==> src/rtl/key_debounce_pkg.sv <==
// key_debounce_pkg: shared types and default constants for the key debouncer.
//   db_state_e          per-channel FSM state (IDLE / COUNT)
//   DEBOUNCE_CYCLES_DEF default hold time in clk cycles (20 ms at 50 MHz)
//   KEY_IDLE_LVL        released level of an active-low key
package key_debounce_pkg;

  typedef enum logic {
    IDLE  = 1'b0,
    COUNT = 1'b1
  } db_state_e;

  localparam int   DEBOUNCE_CYCLES_DEF = 1000000;
  localparam logic KEY_IDLE_LVL        = 1'b1;

endpackage

==> src/rtl/key_debounce_if.sv <==
// key_debounce_if: key bundle between the board pins and the debounced levels.
//   key_in  raw active-low key pins (driven by master)
//   key_db  debounced level per channel (driven by slave)
//   busy    any channel currently timing a change (driven by slave)
//   key_chg one-cycle pulse when key_db changes (only with KEY_DEBOUNCE_CHG_EN)
interface key_debounce_if #(
  parameter int WIDTH = 4
);
  logic [WIDTH-1:0] key_in;
  logic [WIDTH-1:0] key_db;
  logic             busy;
`ifdef KEY_DEBOUNCE_CHG_EN
  logic [WIDTH-1:0] key_chg;

  modport master (output key_in, input key_db, input busy, input key_chg);
  modport slave  (input key_in, output key_db, output busy, output key_chg);
`else
  modport master (output key_in, input key_db, input busy);
  modport slave  (input key_in, output key_db, output busy);
`endif
endinterface

==> src/rtl/key_debounce_ch.sv <==
// key_debounce_ch: one debounce channel.
//   Two-flop synchroniser, then an IDLE/COUNT FSM that lets the output follow
//   the synchronised input only after it has differed from the output for
//   DEBOUNCE_CYCLES consecutive cycles.
// Ports:
//   clk, rst_n  clock, asynchronous active-low reset
//   i_key       raw asynchronous key pin
//   o_key_db    debounced level
//   o_key_chg   one-cycle pulse with each o_key_db change (KEY_DEBOUNCE_CHG_EN)
//   o_busy      registered: channel is in COUNT
// Optional feature macro: KEY_DEBOUNCE_CHG_EN
module key_debounce_ch
  import key_debounce_pkg::*;
#(
  parameter int   DEBOUNCE_CYCLES = DEBOUNCE_CYCLES_DEF,
  parameter logic RST_VAL         = KEY_IDLE_LVL
) (
  input  logic clk,
  input  logic rst_n,
  input  logic i_key,
  output logic o_key_db,
`ifdef KEY_DEBOUNCE_CHG_EN
  output logic o_key_chg,
`endif
  output logic o_busy
);

  localparam int               CNT_W    = ($clog2(DEBOUNCE_CYCLES) > 1) ? $clog2(DEBOUNCE_CYCLES) : 1;
  localparam logic [CNT_W-1:0] CNT_LAST = CNT_W'(DEBOUNCE_CYCLES - 1);
  localparam bit               SINGLE   = (DEBOUNCE_CYCLES == 1);

  logic             r_sync_p0;
  logic             r_sync_p1;
  db_state_e        r_state;
  db_state_e        w_state_nxt;
  logic [CNT_W-1:0] r_cnt;
  logic [CNT_W-1:0] w_cnt_nxt;
  logic             r_key_db;
  logic             w_key_db_nxt;
  logic             r_busy;

  // Stage p0/p1: metastability synchroniser, no logic between the flops
  always_ff @(posedge clk or negedge rst_n) begin
    if (!rst_n) begin
      r_sync_p0 <= RST_VAL;
      r_sync_p1 <= RST_VAL;
    end else begin
      r_sync_p0 <= i_key;
      r_sync_p1 <= r_sync_p0;
    end
  end

  // Stage p2: FSM state, hold counter and debounced output
  always_ff @(posedge clk or negedge rst_n) begin
    if (!rst_n) begin
      r_state  <= IDLE;
      r_cnt    <= '0;
      r_key_db <= RST_VAL;
      r_busy   <= 1'b0;
    end else begin
      r_state  <= w_state_nxt;
      r_cnt    <= w_cnt_nxt;
      r_key_db <= w_key_db_nxt;
      r_busy   <= (w_state_nxt == COUNT);
    end
  end

  always_comb begin
    w_state_nxt  = r_state;
    w_cnt_nxt    = r_cnt;
    w_key_db_nxt = r_key_db;
    case (r_state)
      IDLE: begin
        w_cnt_nxt = '0;
        if (r_sync_p1 != r_key_db) begin
          // A one-cycle hold time means the first differing sample is enough.
          if (SINGLE) begin
            w_key_db_nxt = r_sync_p1;
          end else begin
            w_state_nxt = COUNT;
            w_cnt_nxt   = CNT_W'(1);
          end
        end
      end
      COUNT: begin
        if (r_sync_p1 == r_key_db) begin
          // Bounced back before the hold time elapsed: discard the count.
          w_state_nxt = IDLE;
          w_cnt_nxt   = '0;
        end else if (r_cnt == CNT_LAST) begin
          w_key_db_nxt = r_sync_p1;
          w_state_nxt  = IDLE;
          w_cnt_nxt    = '0;
        end else begin
          w_cnt_nxt = r_cnt + CNT_W'(1);
        end
      end
      default: begin
        w_state_nxt = IDLE;
        w_cnt_nxt   = '0;
      end
    endcase
  end

`ifdef KEY_DEBOUNCE_CHG_EN
  logic r_key_chg;

  // Pulse lands on the same edge that updates r_key_db.
  always_ff @(posedge clk or negedge rst_n) begin
    if (!rst_n) begin
      r_key_chg <= 1'b0;
    end else begin
      r_key_chg <= (w_key_db_nxt != r_key_db);
    end
  end

  assign o_key_chg = r_key_chg;
`endif

  assign o_key_db = r_key_db;
  assign o_busy   = r_busy;

endmodule

==> src/rtl/key_debounce.sv <==
// key_debounce: WIDTH independent debounce channels for active-low board keys.
//   Feeds clean levels to the downstream one-shot edge-to-pulse stage.
// Ports:
//   clk, rst_n  clock, asynchronous active-low reset (release synchronised outside)
//   bus         key_debounce_if.slave: key_in in; key_db, busy (and key_chg) out
// Optional feature macro: KEY_DEBOUNCE_CHG_EN adds bus.key_chg change pulses.
module key_debounce
  import key_debounce_pkg::*;
#(
  parameter int   WIDTH           = 4,
  parameter int   DEBOUNCE_CYCLES = DEBOUNCE_CYCLES_DEF,
  parameter logic RST_VAL         = KEY_IDLE_LVL
) (
  input  logic           clk,
  input  logic           rst_n,
  key_debounce_if.slave  bus
);

  logic [WIDTH-1:0] w_key_db;
  logic [WIDTH-1:0] w_busy;
`ifdef KEY_DEBOUNCE_CHG_EN
  logic [WIDTH-1:0] w_key_chg;
`endif

  for (genvar i = 0; i < WIDTH; i++) begin : g_ch
    key_debounce_ch #(
      .DEBOUNCE_CYCLES (DEBOUNCE_CYCLES),
      .RST_VAL         (RST_VAL)
    ) u_ch (
      .clk       (clk),
      .rst_n     (rst_n),
      .i_key     (bus.key_in[i]),
      .o_key_db  (w_key_db[i]),
`ifdef KEY_DEBOUNCE_CHG_EN
      .o_key_chg (w_key_chg[i]),
`endif
      .o_busy    (w_busy[i])
    );
  end

  // Each busy bit is already a flop output, so the OR adds no extra latency.
  assign bus.key_db  = w_key_db;
  assign bus.busy    = |w_busy;
`ifdef KEY_DEBOUNCE_CHG_EN
  assign bus.key_chg = w_key_chg;
`endif

endmodule

==> src/flat_wrapper.sv <==
// flat-port wrapper written by rule: the top's interface ports become plain ports
module key_debounce_flat import key_debounce_pkg::*;
#(
  parameter int   WIDTH           = 4,
  parameter int   DEBOUNCE_CYCLES = DEBOUNCE_CYCLES_DEF,
  parameter logic RST_VAL         = KEY_IDLE_LVL
)
  (clk, rst_n, bus_key_in, bus_key_db, bus_busy);
  key_debounce_if #(.WIDTH(WIDTH)) bus_i ();
  input  logic clk;
  input  logic rst_n;
  input wire logic [$bits(bus_i.key_in)-1:0] bus_key_in;
  output wire logic [$bits(bus_i.key_db)-1:0] bus_key_db;
  output wire logic [$bits(bus_i.busy)-1:0] bus_busy;
  assign bus_i.key_in = bus_key_in;
  assign bus_key_db = bus_i.key_db;
  assign bus_busy = bus_i.busy;
  key_debounce #(.WIDTH(WIDTH), .DEBOUNCE_CYCLES(DEBOUNCE_CYCLES), .RST_VAL(RST_VAL)) u_core (.clk(clk), .rst_n(rst_n), .bus(bus_i));
endmodule
==> config.mk <==
export PLATFORM = sky130hd
export DESIGN_NAME = key_debounce_flat
export DESIGN_NICKNAME = d
export VERILOG_FILES = /design/src/rtl/key_debounce_pkg.sv /design/src/rtl/key_debounce_if.sv /design/src/rtl/key_debounce_ch.sv /design/src/rtl/key_debounce.sv /design/src/flat_wrapper.sv
export SDC_FILE = /design/constraint.sdc
export NUM_CORES = 1
export LEC_CHECK = 0
export CORE_MARGIN = 10
export CORE_UTILIZATION = 40
export DETAILED_ROUTE_END_ITERATION = 10
export PLACE_DENSITY = 0.55
export RECOVER_POWER = 25
export SYNTH_ARGS = -nofsm -noshare
export SYNTH_HDL_FRONTEND = slang
export SYNTH_SLANG_ARGS = --single-unit
==> constraint.sdc <==
create_clock -name clk -period 5.11 [get_ports clk]
set_input_delay 1.022 -clock clk [delete_from_list [all_inputs] [get_ports clk]]
set_output_delay 1.022 -clock clk [all_outputs]
set_load 0.01 [all_outputs]
# After elaboration in Yosys (flattened, before gate mapping)
# Cells that the tools add are included.
[totals]
register_bits = 96
latchBits = 0
ram_bits = 0
rom_bits = 0
in_bits = 6
out_inout_bits = 5
wordCells = 81
memories = 0
[classes]
n_addsub = 4
mul = 0
div_mod_pow = 0
magnitude_cmp = 0
n_eq_ne = 12
shifts = 0
n_mux = 32
bitwise_logic = 8
reduce_logical = 5
[op_table]
columns = ["cell", "n"]
rows = [
  ["20-bit two-way mux", 8],
  ["20-bit one-hot mux with 2 select lines", 4],
  ["20-bit by 1-bit adder with 20-bit output (second input constant)", 4],
  ["20-bit == test (second input constant)", 4],
  ["1-bit two-way mux", 16],
  ["3-bit AND reduction", 4],
  ["1-bit NOT", 8],
  ["1-bit one-hot mux with 2 select lines", 4],
  ["1-bit == test", 4],
  ["1-bit != test", 4],
  ["4-bit OR reduction", 1],
]

# Depth between registers and ports, before layout
[logic_depth]
ltp_word = 4
depth_mapped = 7
depth_no_buf = 5

# Modules after synthesis
# Synthesis repeated with hierarchy kept, for this count alone.
[unflattened]
hier_cells = 457
hier_area_um2 = 4667.0
[modules_own_cells]
columns = ["module", "instances", "cells_per_inst", "area_per_inst_um2", "seq_area_each_um2"]
rows = [
  ["key_debounce_ch", 4, 114, 1164.9, 604.3],
  ["key_debounce", 1, 1, 7.5, 0.0],
]

# Least setup slack after synthesis
# Ideal clock, no wire load.
[synth_timing]
path_type = "reg2reg"
start = "reg u_core.g_ch[1].u_ch.r_cnt[0]"
end = "reg u_core.g_ch[1].u_ch.r_cnt[10]"
setup_time_ps = 132
arrival_ps = 1816
required_time_ps = 4978
path_slack_ps = 3162
stages_incl_launch_ff = 8
n_path_buf = 2
period_less_slack_ps = 1948
path_cell_list = "dfrtp_1 > ha_1 > and4_1 > clkbuf_1 > nand4_1 > o21ai_1 > clkbuf_1 > nor2_1"
[synth_via]
elab_chain_len = 4
elab_cells_between_ends = 5
classes_between = "add/sub: 1; eq/ne: 1; mux: 3"
[synth_lines]
columns = ["item", "line", "text"]
rows = [
  ["start: declaration", "key_debounce_ch.sv:36", "logic [CNT_W-1:0] r_cnt;"],
  ["start signal: assignment", "key_debounce_ch.sv:62", "r_cnt <= w_cnt_nxt;"],
  ["20-bit by 1-bit adder with 20-bit output / 20-bit == test (equally long branches)", "key_debounce_ch.sv:95, key_debounce_ch.sv:90", ""],
  ["20-bit two-way mux *", "key_debounce_ch.sv:90", "end else if (r_cnt == CNT_LAST) begin"],
  ["20-bit two-way mux *", "key_debounce_ch.sv:86", "if (r_sync_p1 == r_key_db) begin"],
  ["20-bit one-hot mux with 2 select lines *", "key_debounce_ch.sv:72", "case (r_state)"],
  ["via u_core.g_ch[1].u_ch.w_cnt_nxt[10]", "key_debounce_ch.sv:37", "logic [CNT_W-1:0] w_cnt_nxt;"],
]
# Mark *: on every way through the listed nets, which the timed path passes. The rest lies on a longest branch.
# A chain may end at the register's enable or synchronous reset.

# Final worst setup path
[layout_timing]
start = "reg u_core.g_ch[0].u_ch.r_busy"
end = "out bus_busy"
[layout_via]
elab_chain_len = 1
[layout_lines]
columns = ["item", "line", "text"]
rows = [
  ["start: declaration", "key_debounce_ch.sv:40", "logic r_busy;"],
  ["start signal: assignment", "key_debounce_ch.sv:64", "r_busy <= (w_state_nxt == COUNT);"],
  ["4-bit OR reduction", "key_debounce.sv:43", "assign bus.busy = |w_busy;"],
  ["end: declaration", "flat_wrapper.sv:14", "output wire logic [$bits(bus_i.busy)-1:0] bus_busy;"],
]
# No other way between the ends.

==> flow_metrics.py <==
metrics = {
    "critical_path": {
        "path_class": "register to output port",
        "end_kind": "output port",
        "critPathTopFamily": "buffers and inverters",
        "max_stage_delay_ns": 0.52,
        "start_kind": "register",
        "worstPathBufferInverterCount": 2,
        "arrival_ns": 1.54,
        "slowest_stage": "clkdlybuf4s50_1",
        "required_ns": 4.09,
        "path_max_fanout": 4,
        "crit_chain": "inv_1, nand4_1, clkdlybuf4s50_1",
    },
    "clock_network": {
        "cts-buffers-inserted": 9,
        "cts.sinks": 96,
        "ctsResizeCount": 0,
        "htree_num_levels": 3,
        "ctsHoldBuffers": 0,
        "post-cts-setup-buffer-count": 0,
        "clock_path_buffers": 2,
        "clock_latency_ns": 0.34,
        "cts_tree": "built",
        "clkTransAtPathRegs_ns": 0.07,
        "cts-root-buf": "clkbuf_16",
    },
    "route": {
        "wl_per_cell_um": 14.28,
        "via_per_inst": 5.334,
        "drt-total-wl_um": 8765,
        "drt-initial-drc-count": 229,
        "route.detailed.drc": 0,
        "via_count": 3275,
        "postRouteAntennaNets": 0,
        "drt-pass1-iter-count": 5,
    },
    "pwr": {
        "power.total_uw": 1456,
        "vdd_drop_max_mv": 0.1326,
        "powerDensity_nw_per_um2": 284.4,
        "p_leak_uw": 0.001961,
    },
    "worst_hold_path": {
        "hold_class": "register to register",
    },
    "floorplanning": {
        "dieHeight_um": 127.3,
        "initial_core_util": 0.4065,
        "rows": 39,
        "coreArea_um2": 11320,
        "die_area_um2": 16200,
        "design.portCount": 11,
        "die_w_um": 127.3,
    },
    "place": {
        "gp_congestion": 0.8218,
        "numPortBuffers": 10,
        "dpl_worst_slack_ns": 2.800,
        "dpl.hpwl_um": 5910,
    },
    "global_route": {
        "track_usage": 0.1143,
        "antenna_found_initial": 0,
        "grt_pass1_wl_um": 15460,
        "gr-total-overflow": 0,
        "grt_max_degree": 66,
        "first_global_vias": 3218,
    },
    "sta": {
        "worst_pin_slew_ns": 0.8169,
        "rsz0062_at_grt": "false",
        "setup_viol": 0,
        "finalCritPeriodShare": 0.5004,
        "slew_violations": 0,
        "finClkSkew_ns": 0.008184,
        "hold_violations": 0,
        "maxSlewHeadroom": 0.4554,
        "finalWorstSetupSlack_ns": 2.553,
        "period_needed_ns": 2.557,
        "fmax_ghz": 0.3911,
        "fin_setup_tns_ns": 0,
    },
    "synthesis": {
        "ys_async_sr_fraction": 1.000,
        "yosys.area_share.simple": 0.2553,
        "yosysTopAreaCellShare": 0.4568,
        "avgSynthCellArea_um2": 10.11,
        "synthTopCellsByArea": "dfrtp_1 46%, dfstp_2 6.9%, xor2_1 6.1%, nor2_1 5.7%, xnor2_1 4.6%",
        "syn-num-nets": 465,
        "seq_area_frac_synth": 0.5253,
        "ys_types": 39,
        "yosysTopAreaCell": "dfrtp_1",
        "synth_edf_count": 0,
        "synthCells": 455,
        "synth_compound_area_frac": 0.06308,
        "syn_area_um2": 4602,
        "ys_ff_latch": 96,
        "synth_top_family_by_area": "simple AND/OR/NAND/NOR gates",
        "synth_xor_area_frac": 0.1066,
        "synth-adder-area-share": 0.01088,
        "synthMuxAreaShare": 0.009788,
        "yosys_warnings": 0,
        "ys.flop_type": "dfrtp_1",
    },
    "finish": {
        "nNetsFinal": 476,
        "area_growth_pct": 11.23,
        "drive_gt1_frac": 0.08917,
        "diodes": 0,
    },
    "job": {
        "max_cap_viol_count": 0,
    },
    "outcome": {
        "status": "completed",
    },
}
==> registers in the layout (all words and copies together), names as in the netlist <==
| register | count |
|---|---|
| u_core.g_ch.u_ch.o_busy | 4 |
| u_core.g_ch.u_ch.o_key_db | 4 |
| u_core.g_ch.u_ch.r_cnt | 80 |
| u_core.g_ch.u_ch.r_sync_p0 | 4 |
| u_core.g_ch.u_ch.r_sync_p1 | 4 |
==> kinds of logic after synthesis <==
logic type | Yosys count
XOR/XNOR | 56
AO/OA/AOI/OAI | 48
adder cells (fa/ha/maj) | 4
AND/OR/NAND/NOR | 217
buffers and inverters | 30
multiplexers | 4
flip-flops | 96
==> area by class of cell <==
| type | count | area [um^2] |
|---|---|---|
| clock inverters | 6 | 45.04 |
| inverters | 16 | 60.06 |
| multi-input cells | 329 | 2051 |
| repair buffers | 14 | 127.6 |
| well taps | 143 | 178.9 |
| flip-flops and latches | 96 | 2417 |
| clock buffers | 10 | 239.0 |
| fillers | 1095 | 6202 |
==> Yosys cell counts (all sizes together), types with 9 or more instances <==
| cell | count |
|---|---|
| dfstp | 12 |
| or4 | 9 |
| xnor2 | 24 |
| and4 | 10 |
| xor2 | 32 |
| nor3 | 12 |
| dfrtp | 84 |
| a21oi | 20 |
| nand4 | 30 |
| nand3 | 25 |
| o21ai | 14 |
| inv | 16 |
| nor2 | 70 |
| nand2 | 23 |
==> stage by stage <==
step | area (um^2) | hold slack (ns) | util | cells
6_report | 5119 | 0.3553 | 0.4521 | 614
5_1_grt | 5119 | 0.3644 | 0.4521 | 614
4_1_cts | 5119 | 0.3561 | 0.4521 | 614
3_5_place_dp | 4835 | 0.3468 | 0.4271 | 598
3_3_place_gp | 4835 | 0.3459 | 0.4271 | 598
2_1_floorplan | 4602 | 0.3452 | - | 455
==> report_power, final <==
part	internal (uW)	leakage [uW]	total [uW]	switching, uW
Combinational	12.2	0.000550	45.4	33.2
Sequential	771	0.00128	778	6.54
Clock	344	0.000131	633	289
==> worst register-to-register path, stage by stage (launching register included) <==
cell     delay [ns]
dfrtp_1        0.42
ha_1           0.23
and4_1         0.38
nand4_1        0.18
o21ai_1        0.60
buf_4          0.29
nor2_1         0.07
==> metal layers <==
| metal | track usage | share of wire | up-vias | wire length (um) |
|---|---|---|---|---|
| met2 | 0.1659 | 0.43 | 54 | 3788 |
| met4 | 0.06162 | 0.020 | 0 | 173 |
| li1 | - | - | 1637 | - |
| met5 | 0 | 0 | - | 0 |
| met3 | 0.01820 | 0.026 | 12 | 231 |
| met1 | 0.1590 | 0.52 | 1572 | 4572 |
==> layout by cell type, fill, tap and decap left out, types with 2 or more instances in the layout <==
master and count:
a211oi_1 5, a21oi_1 20, a31o_2 3, and2_1 5, and3_1 6, and4_1 10, buf_4 5, clkbuf_16 9
clkdlybuf4s50_1 5, clkinv_4 2, clkinvlp_4 3, dfrtp_1 84, dfstp_2 11, dlygate4sd3_1 4, ha_1 4, inv_1 16
mux2_2 3, nand2_1 23, nand3_1 24, nand4_1 29, nor2_1 70, nor3_1 11, nor4_1 8, nor4b_1 5
o21ai_0 10, o21ai_1 3, o31ai_1 6, or3_1 8, or4_1 9, xnor2_1 24, xor2_1 32
==> path summary, 6_finish.rpt <==
kind | start | to | slack [ns] | cells after the start
max | u_core.g_ch[0].u_ch.o_busy | bus_busy | 2.55 | 3
min | u_core.g_ch[3].u_ch.r_sync_p0 | u_core.g_ch[3].u_ch.r_sync_p1 | 0.36 | 0
max reg2reg | u_core.g_ch[2].u_ch.r_cnt[0] | u_core.g_ch[2].u_ch.r_cnt[2] | 2.84 | 6
min reg2reg | u_core.g_ch[3].u_ch.r_sync_p0 | u_core.g_ch[3].u_ch.r_sync_p1 | 0.36 | 0
max in group asynchronous | rst_n | u_core.g_ch[0].u_ch.r_sync_p1 | 3.36 | 2
min in group asynchronous | rst_n | u_core.g_ch[1].u_ch.r_cnt[10] | 0.78 | 1
No activity file was read; power rests on OpenSTA's default activity.
